[src/rtl/w_pkg.sv]
// Shared definitions for the weight fetch/replay stage: bit-width encodings,
// FSM state type and the reads-per-word rule.
package w_pkg;

  localparam logic [2:0] BW_2B = 3'b001;
  localparam logic [2:0] BW_4B = 3'b010;
  localparam logic [2:0] BW_8B = 3'b100;

  typedef enum logic [1:0] {
    IDLE,
    RUN,
    DONE
  } fetch_state_t;

  // Unknown encodings replay 4 times, matching the mux's 2-bit pointer wrap.
  function automatic logic [2:0] reads_per_word(input logic [2:0] bw);
    case (bw)
      BW_2B:   return 3'd1;
      BW_4B:   return 3'd2;
      default: return 3'd4;
    endcase
  endfunction

endpackage

[src/rtl/w_fetch_if.sv]
// Streamer-side write handshake and mux-side read strobe of the weight fetch stage.
interface w_fetch_if;

  logic        wr_valid;
  logic [31:0] wr_data;
  logic        wr_ready;
  logic        stall;
  logic        rd_en;
  logic [31:0] data_out;

  modport master (
    output wr_valid, wr_data, stall,
    input  wr_ready, rd_en, data_out
  );

  modport slave (
    input  wr_valid, wr_data, stall,
    output wr_ready, rd_en, data_out
  );

endinterface

[src/rtl/w_fifo.sv]
// Synchronous 32-bit FIFO with combinational head; no write-to-head pass-through.
module w_fifo #(
  parameter int unsigned DEPTH = 4
) (
  input  logic        clk_i,
  input  logic        rst_i,
  input  logic        push_i,
  input  logic [31:0] wdata_i,
  input  logic        pop_i,
  output logic [31:0] head_o,
  output logic        full_o,
  output logic        empty_o
);

  localparam int unsigned AW = (DEPTH > 1) ? $clog2(DEPTH) : 1;

  logic [31:0]   mem_q [DEPTH];
  logic [AW-1:0] wr_ptr_q, rd_ptr_q;
  logic [AW:0]   count_q;

  always_ff @(posedge clk_i) begin
    if (rst_i) begin
      wr_ptr_q <= '0;
      rd_ptr_q <= '0;
      count_q  <= '0;
    end else begin
      if (push_i) wr_ptr_q <= wr_ptr_q + AW'(1);
      if (pop_i)  rd_ptr_q <= rd_ptr_q + AW'(1);
      count_q <= count_q + (AW+1)'(push_i) - (AW+1)'(pop_i);
    end
  end

  always_ff @(posedge clk_i) begin
    if (push_i) mem_q[wr_ptr_q] <= wdata_i;
  end

  assign head_o  = mem_q[rd_ptr_q];
  assign full_o  = (count_q == (AW+1)'(DEPTH));
  assign empty_o = (count_q == '0);

endmodule

[src/rtl/w_fetch.sv]
// Weight fetch/replay stage: buffers streamer words and replays each one
// 1/2/4 times into the sub-word mux, one tile of num_words per start.
module w_fetch
  import w_pkg::*;
#(
  parameter int unsigned DEPTH = 4,
  parameter int unsigned CNT_W = 16
) (
  input  logic             clk,
  input  logic             RST,
  input  logic [2:0]       input_bitwidth,
  input  logic             start,
  input  logic [CNT_W-1:0] num_words,
  w_fetch_if.slave         wbus,
  output logic             busy,
  output logic             done,
  output logic [CNT_W-1:0] zero_cnt
);

  fetch_state_t     state_q, state_d;
  logic [2:0]       bw_q, bw_d;
  logic [CNT_W-1:0] num_q, num_d;
  logic [CNT_W-1:0] acc_q, acc_d;
  logic [CNT_W-1:0] pop_cnt_q, pop_cnt_d;
  logic [CNT_W-1:0] zero_q, zero_d;
  logic [1:0]       sub_q, sub_d;

  logic        push, pop, full, empty, wr_ready, rd_en, last_sub;
  logic [31:0] head;
  logic [2:0]  rpw;

  w_fifo #(.DEPTH(DEPTH)) u_fifo (
    .clk_i   (clk),
    .rst_i   (RST),
    .push_i  (push),
    .wdata_i (wbus.wr_data),
    .pop_i   (pop),
    .head_o  (head),
    .full_o  (full),
    .empty_o (empty)
  );

  assign rpw      = reads_per_word(bw_q);
  assign last_sub = (3'(sub_q) == rpw - 3'd1);
  assign wr_ready = (state_q == RUN) && !full && (acc_q < num_q);
  assign rd_en    = (state_q == RUN) && !empty && !wbus.stall;
  assign push     = wbus.wr_valid && wr_ready;
  assign pop      = rd_en && last_sub;

  always_comb begin
    state_d   = state_q;
    bw_d      = bw_q;
    num_d     = num_q;
    acc_d     = acc_q;
    pop_cnt_d = pop_cnt_q;
    zero_d    = zero_q;
    sub_d     = sub_q;
    unique case (state_q)
      IDLE: begin
        if (start) begin
          bw_d      = input_bitwidth;
          num_d     = num_words;
          acc_d     = '0;
          pop_cnt_d = '0;
          zero_d    = '0;
          state_d   = (num_words != '0) ? RUN : DONE;
        end
      end
      RUN: begin
        if (push) acc_d = acc_q + CNT_W'(1);
        if (rd_en) sub_d = last_sub ? 2'd0 : sub_q + 2'd1;
        if (pop) begin
          pop_cnt_d = pop_cnt_q + CNT_W'(1);
          if (head == '0 && zero_q != '1) zero_d = zero_q + CNT_W'(1);
          // Tile ends only on the final sub-read of the last word.
          if (pop_cnt_q + CNT_W'(1) == num_q) state_d = DONE;
        end
      end
      DONE:    state_d = IDLE;
      default: state_d = IDLE;
    endcase
  end

  always_ff @(posedge clk) begin
    if (RST) begin
      state_q   <= IDLE;
      bw_q      <= BW_8B;
      num_q     <= '0;
      acc_q     <= '0;
      pop_cnt_q <= '0;
      zero_q    <= '0;
      sub_q     <= '0;
    end else begin
      state_q   <= state_d;
      bw_q      <= bw_d;
      num_q     <= num_d;
      acc_q     <= acc_d;
      pop_cnt_q <= pop_cnt_d;
      zero_q    <= zero_d;
      sub_q     <= sub_d;
    end
  end

  assign wbus.wr_ready = wr_ready;
  assign wbus.rd_en    = rd_en;
  assign wbus.data_out = empty ? '0 : head;
  assign busy          = (state_q != IDLE);
  assign done          = (state_q == DONE);
  assign zero_cnt      = zero_q;

endmodule

[src/flat_wrapper.sv]
// flat-port wrapper written by rule: the top's interface ports become plain ports
module w_fetch_flat import w_pkg::*;
#(
  parameter int unsigned DEPTH = 4,
  parameter int unsigned CNT_W = 16
)
  (clk, RST, input_bitwidth, start, num_words, busy, done, zero_cnt, wbus_wr_valid, wbus_wr_data, wbus_stall, wbus_wr_ready, wbus_rd_en, wbus_data_out);
  w_fetch_if wbus_i ();
  input  logic clk;
  input  logic RST;
  input  logic [2:0] input_bitwidth;
  input  logic start;
  input  logic [CNT_W-1:0] num_words;
  output logic busy;
  output logic done;
  output logic [CNT_W-1:0] zero_cnt;
  input wire logic [$bits(wbus_i.wr_valid)-1:0] wbus_wr_valid;
  input wire logic [$bits(wbus_i.wr_data)-1:0] wbus_wr_data;
  input wire logic [$bits(wbus_i.stall)-1:0] wbus_stall;
  output wire logic [$bits(wbus_i.wr_ready)-1:0] wbus_wr_ready;
  output wire logic [$bits(wbus_i.rd_en)-1:0] wbus_rd_en;
  output wire logic [$bits(wbus_i.data_out)-1:0] wbus_data_out;
  assign wbus_i.wr_valid = wbus_wr_valid;
  assign wbus_i.wr_data = wbus_wr_data;
  assign wbus_i.stall = wbus_stall;
  assign wbus_wr_ready = wbus_i.wr_ready;
  assign wbus_rd_en = wbus_i.rd_en;
  assign wbus_data_out = wbus_i.data_out;
  w_fetch #(.DEPTH(DEPTH), .CNT_W(CNT_W)) u_core (.clk(clk), .RST(RST), .input_bitwidth(input_bitwidth), .start(start), .num_words(num_words), .wbus(wbus_i), .busy(busy), .done(done), .zero_cnt(zero_cnt));
endmodule
[config.mk]
export PLATFORM = sky130hd
export DESIGN_NAME = w_fetch_flat
export DESIGN_NICKNAME = d
export VERILOG_FILES = /design/src/rtl/w_pkg.sv /design/src/rtl/w_fetch_if.sv /design/src/rtl/w_fifo.sv /design/src/rtl/w_fetch.sv /design/src/flat_wrapper.sv
export SDC_FILE = /design/constraint.sdc
export NUM_CORES = 1
export LEC_CHECK = 0
export ABC_AREA = 1
export ABC_CLOCK_PERIOD_IN_PS = 3100
export BUFFER_PORTS_ARGS = -buffer_cell sky130_fd_sc_hd__buf_2
export CORE_MARGIN = 1
export CORE_UTILIZATION = 25
export DETAILED_ROUTE_END_ITERATION = 8
export GPL_TIMING_DRIVEN = 0
export PLACE_DENSITY = 0.5
export SYNTH_ARGS = -nofsm -noshare
export SYNTH_HDL_FRONTEND = slang
export SYNTH_SLANG_ARGS = --single-unit
export TNS_END_PERCENT = 5
[constraint.sdc]
create_clock -name clk -period 3.1 [get_ports clk]
set_input_delay 0.465 -clock clk [delete_from_list [all_inputs] [get_ports clk]]
set_output_delay 0.465 -clock clk [all_outputs]
set_load 0.005 [all_outputs]
# Word level (Yosys, flattened, before mapping)
# Memories as Yosys holds them, arrays and structs flattened. A register that Yosys moved wholly into a read port is not among the register bits.
# Index checks and enable logic that the tools add are counted.
op_classes:
  n_addsub: 9
  magnitude_cmp: 1
  n_eq_ne: 13
  mux: 20
  reduce_logical: 22
op_table:
  columns: ["op", "count"]
  rows:
  - ["one-hot mux 16 bit (2 select lines)", 3]
  - ["2-to-1 mux 16 bit", 5]
  - ["adder 16 x 1 -> 16 bit (second input constant)", 3]
  - ["logical NOT 32 bit", 1]
  - ["2-to-1 mux 32 bit", 1]
  - ["equality test 16 bit", 1]
  - ["less-than comparator 16 bit", 1]
  - ["!= test 16 bit (second input constant)", 1]
  - ["nonzero test 16 bit", 1]
  - ["2-to-1 mux 2 bit", 7]
  - ["!= test 2 bit (second input constant)", 5]
  - ["AND reduction 3 bit", 3]
  - ["logical AND 1 bit", 7]
  - ["adder 2 x 1 -> 2 bit (second input constant)", 3]
  - ["one-hot mux 3 bit (2 select lines)", 1]
  - ["one-hot mux 2 bit (2 select lines)", 1]
  - ["AND reduction 2 bit", 2]
  - ["AND reduction 4 bit", 1]
  - ["nonzero test 2 bit", 2]
  - ["adder 3 x 1 -> 3 bit", 1]
  - ["equality test 2 x 3 -> 1 bit", 1]
  - ["equality test 3 x 1 -> 1 bit (second input constant)", 1]
  - ["equality test 3 x 2 -> 1 bit (second input constant)", 1]
  - ["equality test 3 bit (second input constant)", 1]
  - ["other kinds (8)", 11]
totals:
  regBits: 78
  ramBits: 128
  wordCells: 76
  memories: 1
mem_list:
  columns: ["memory", "depth", "word_bits", "read_ports", "rd_clocked_by_memory_dff", "write_ports", "line_no", "rtl"]
  rows:
  - ["u_core.u_fifo.mem_q", 4, 32, 1, 1, 1, "w_fifo.sv:17", "logic [31:0] mem_q [DEPTH];"]

# Logic depth before layout (Yosys ltp)
logic_depth:
  ltp_word: 7
  ltp_mapped: 17
  mapped_depth_nobuf: 16

# Hierarchy
# A second synthesis with hierarchy kept.
unflattened:
  cells_unflattened: 1185
  area_unflattened_um2: 10333.7
by_module_without_submodules:
  columns: ["mod", "n_inst", "cells_each", "area_each_um2", "seq_area_each_um2"]
  rows:
  - ["w_fifo", 1, 429, 5505.3, 4023.9]
  - ["w_fetch", 1, 756, 4828.4, 1421.4]

# Least setup slack after synthesis
# OpenSTA, ideal clock, no wires.
synth_timing:
  path_kind: "reg2reg"
  startpoint: "reg u_core.num_q[5]"
  endpoint: "mem u_core.u_fifo.mem_q[2][0], enable pin"
  arrival_time_ns: 2.809
  required_ns: 2.679
  setup_slack_ns: -0.130
  path_stages_with_launch: 11
  synth_period_minus_slack_ns: 3.230
  cell_sequence: "dfxtp_1 > inv_1 > ha_1 > a21oi_1 > nor2_1 > a211oi_1 > nand2_1 > nand2_1 > nand3_2 > buf_2 > nor2_1"
synth_between:
  elab_chain_len: 5
synth_lines:
  columns: ["item", "line_no", "rtl"]
  rows:
  - ["start, declared", "w_fetch.sv:22", "logic [CNT_W-1:0] num_q, num_d;"]
  - ["start signal, assigned", "w_fetch.sv:96", "num_q <= num_d;"]
  - ["less-than comparator 16 bit", "w_fetch.sv:45", "assign wr_ready = (state_q == RUN) && !full && (acc_q < num_q);"]
  - ["logical AND 1 bit", "w_fetch.sv:45", null]
  - ["logical AND 1 bit", "w_fetch.sv:47", "assign push = wbus.wr_valid && wr_ready;"]
  - ["2-to-1 mux 1 bit", "w_fifo.sv:34", "if (push_i) mem_q[wr_ptr_q] <= wdata_i;"]
  - ["2-to-1 mux 1 bit (implied by the code)", "w_fifo.sv:34", null]
  - ["end, declared", "w_fifo.sv:17", null]
# No other way between the ends.

# Worst setup path in the final report
layout_timing:
  startpoint: "reg u_core.acc_q[9]"
  endpoint: "reg u_core.u_fifo.count_q[2]"
layout_between:
  elab_chain_len: 5
layout_lines:
  columns: ["item", "line_no", "rtl"]
  rows:
  - ["start, declared", "w_fetch.sv:23", "logic [CNT_W-1:0] acc_q, acc_d;"]
  - ["start signal, assigned", "w_fetch.sv:89", "acc_q <= '0;"]
  - ["start signal, assigned", "w_fetch.sv:97", "acc_q <= acc_d;"]
  - ["less-than comparator 16 bit", "w_fetch.sv:45", null]
  - ["logical AND 1 bit", "w_fetch.sv:45", null]
  - ["logical AND 1 bit", "w_fetch.sv:47", null]
  - ["adder 3 x 1 -> 3 bit", "w_fifo.sv:29", "count_q <= count_q + (AW+1)'(push_i) - (AW+1)'(pop_i);"]
  - ["subtractor 3 x 1 -> 3 bit", "w_fifo.sv:29", null]
  - ["end signal, assigned", "w_fifo.sv:29", null]
  - ["end, declared", "w_fifo.sv:19", "logic [AW:0] count_q;"]
# No other way between the ends.
# A chain may end at the register's enable or synchronous reset.

==> metrics.cfg <==
[status]
outcome=finished, final reports clean

[min_path]
hold_path_class=in -> reg
hp-start=wbus_wr_data[0]

[route]
first_iter_violations=500
first_pass_iters=5
vias=8521
drc=0
postRouteAntennaNets=0
wirelength_mm=29.0
routed_via_density=4.53
wl_per_cell_um=15.4

[grt]
antenna_found_initial=0
grt_max_degree=27
grt_overflow=0
grt_pass1_wl_mm=44.8
grtUsageTotal_pct=13.9
grt_pass1_vias=8015

[sta]
fmax_mhz=342
finalClockSkew_ns=0.0151
setup_tns_ns=0
finalHoldViolations=0
tightest_slew_ns=0.659
drv_slew=0
period_minus_slack_ns=2.93
fin_crit_sh_pct=94.4
max_slew_margin_pct=56.0
setup_violations=0

[clock_tree]
cts_tree=built
htree_levels=1
insertion_delay_ns=0.54
cts_inserted_buffers=26
clockBufferDepth=3
clk_pin_slew_ns=0.06
root_buffer=clkbuf_16
cts_sinks=208

[pwr]
intPower_mw=5.11
seqPwrFrac_pct=45.2
clock_power_share_pct=44.7
ir_drop_v=0.000341
p_sw_mw=1.73
powerDensity_nw_per_um2=556
swShare_pct=25.3
power_frac_comb_pct=10.2
power_mw=6.84
leakagePower_nw=4.73

[job]
drv_cap=0

[synthesis]
synth_area_per_cell_sq_um=8.44
synth_edf_count=128
synth_area_sq_um=10100
yosysSeqAreaShare_pct=54.0
synth.yosys.warnings=0
netlist_instances=1195
ys_seq_elements=208
syn_nets=1276
ys.flop_type=edfxtp_1
async_flop_share_pct=0
synth.distinct_cells=33

[critical_path]
crit_start=u_core.acc_q[9]
cp.required_ns=3.56
r2r_slack_ns=0.17
crit_chain=ha_1 > a21oi_1 > nand3b_1 > a21oi_1 > nor3_2 > nand3_4 > buf_6 > ha_1 > inv_1 > ha_1 > inv_1 > fa_1 > inv_1 > o21ai_0 > a21oi_1
start_kind=register
cpMaxStageDelayCell=dfxtp_1
rr_startpoint=u_core.acc_q[9]
crit_fanout=10
slowest_delay_ns=0.46
endpoint_kind=register
path_class=reg -> reg
worstPathArrival_ns=3.39

[floorplan]
io_pins=108
die-area_sq_um=41100
core_area_sq_um=39700
die_x_um=203
num_rows=73
start_util_pct=25.4
die_h_um=203

[placement]
io_buffers=107
place.gp.congestion=0.858
hpwl_mm=20.8

[final_layout]
layout.nets=1416
insertedDiodeCount=0
area_growth_pct=22.0
drive_gt1_share_pct=14.7

==> worst max-delay path, delay by kind of cell, from the launching register on <==
family	cells	cell delay, ns
and+or+nand+nor	3	0.50
DFF	1	0.46
buffers and inverters	4	0.38
adders and majority gates	4	1.05
AOI/OAI and AO/OA	4	0.47
==> power by group through the flow <==
stage                     combinational [mW]  clock (mW)  sequential, mW
after floorplan                        0.411           0            3.13
after global placement                 0.671           0            3.15
after detailed placement               0.693           0            3.14
after CTS                              0.697        3.15            3.09
after global routing                   0.780        3.26            3.10
final                                  0.694        3.06            3.09
==> stage by stage <==
stage / hold WS [ns] / instances / instance area [sq um] / setup WS (ns) / utilization [%]
floorplan: 0.429 / 1195 / 10100 / -0.130 / -
global placement: 0.452 / 1827 / 11300 / -1.78 / 28.4
detailed placement: 0.454 / 1831 / 11400 / -0.0540 / 28.7
CTS: 0.114 / 1878 / 12300 / 0.0285 / 30.9
global route: 0.122 / 1879 / 12300 / -0.0218 / 31.0
finish: 0.144 / 1879 / 12300 / 0.172 / 31.0
==> timing repair <==
item                                    CTS  global route
setup buffers                             0             1
pin swaps                                 0             2
hold buffers                              0             0
gates resized for setup                   3             5
endpoints found under the setup margin    1             2
==> final timing paths <==
path                                     to  cells after the start
setup reg to reg   u_core.u_fifo.count_q[2]                     15
setup / recovery   u_core.u_fifo.count_q[2]                     15
hold reg to reg             u_core.sub_q[1]                      1
hold / removal    u_core.u_fifo.mem_q[2][0]                      1
==> metal layers <==
metal  track usage, %  share of wire, %  vias to the layer above  wire length (um)
met3             1.94               4.6                       38              1340
li1                 -                 -                     4288                 -
met4             3.84               1.9                        0               561
met2             23.4                47                      202             13600
met1             18.6                47                     3993             13500
met5                0                 0                        -                 0
==> sequential cells by signal, summed over array words and instances, names as in the netlist, named ones only <==
signal,cells
u_core.u_fifo.mem_q,128
u_core.acc_q,16
u_core.num_q,16
u_core.pop_cnt_q,16
u_core.zero_cnt,16
u_core.bw_q,3
u_core.u_fifo.count_q,3
u_core.state_q,2
u_core.sub_q,2
u_core.u_fifo.rd_ptr_q,2
u_core.u_fifo.wr_ptr_q,2
==> cells by family (layout without fill, tap and decap cells) <==
logic type	count (synthesis)	in the layout	share of synthesized area, %
AOI/OAI and AO/OA	123	123	6.23
xor gates and xnor gates	31	31	2.83
adders and majority gates	25	25	3.18
buffers and inverters	140	299	5.82
and+or+nand+nor	668	668	27.9
DFF	208	208	54.0
==> cells in the mapped netlist (3+ instances only) <==
master / count / area share, %
a21oi_1: 80 / 4.0
buf_2: 16 / 0.79
buf_4: 5 / 0.37
buf_6: 3 / 0.34
clkbuf_1: 28 / 1.0
dfxtp_1: 80 / 16
edfxtp_1: 128 / 38
ha_1: 24 / 3.0
inv_1: 82 / 3.1
inv_2: 5 / 0.19
nand2_1: 327 / 12
nand2_2: 3 / 0.19
nand3_1: 152 / 7.5
nand4_1: 18 / 1.1
nor2_1: 141 / 5.2
nor2_2: 3 / 0.19
nor3_1: 10 / 0.50
nor4_1: 6 / 0.37
o21ai_0: 38 / 1.9
xnor2_1: 8 / 0.69
xor2_1: 22 / 1.9
==> cell usage in the layout, fill, tap and decap left out, drive strengths merged, types with 18 or more instances in the layout <==
master / n
nand2: 330
nand4: 18
clkbuf: 62
nand3: 153
ha: 24
a21oi: 80
inv: 87
nor2: 144
buf: 136
dfxtp: 80
xor2: 22
edfxtp: 128
o21ai: 38
==> cell type report <==
cell class,count,area [sq um]
Inverter,88,330
Timing Repair Buffer,112,638
Clock inverter,13,133
Clock buffer,34,743
Sequential cell,208,5450
Tap cell,525,657
Buffer,52,263
Multi-Input combinational cell,847,4090
Fill cell,4292,27400
Power figures use the tool's default switching activity.
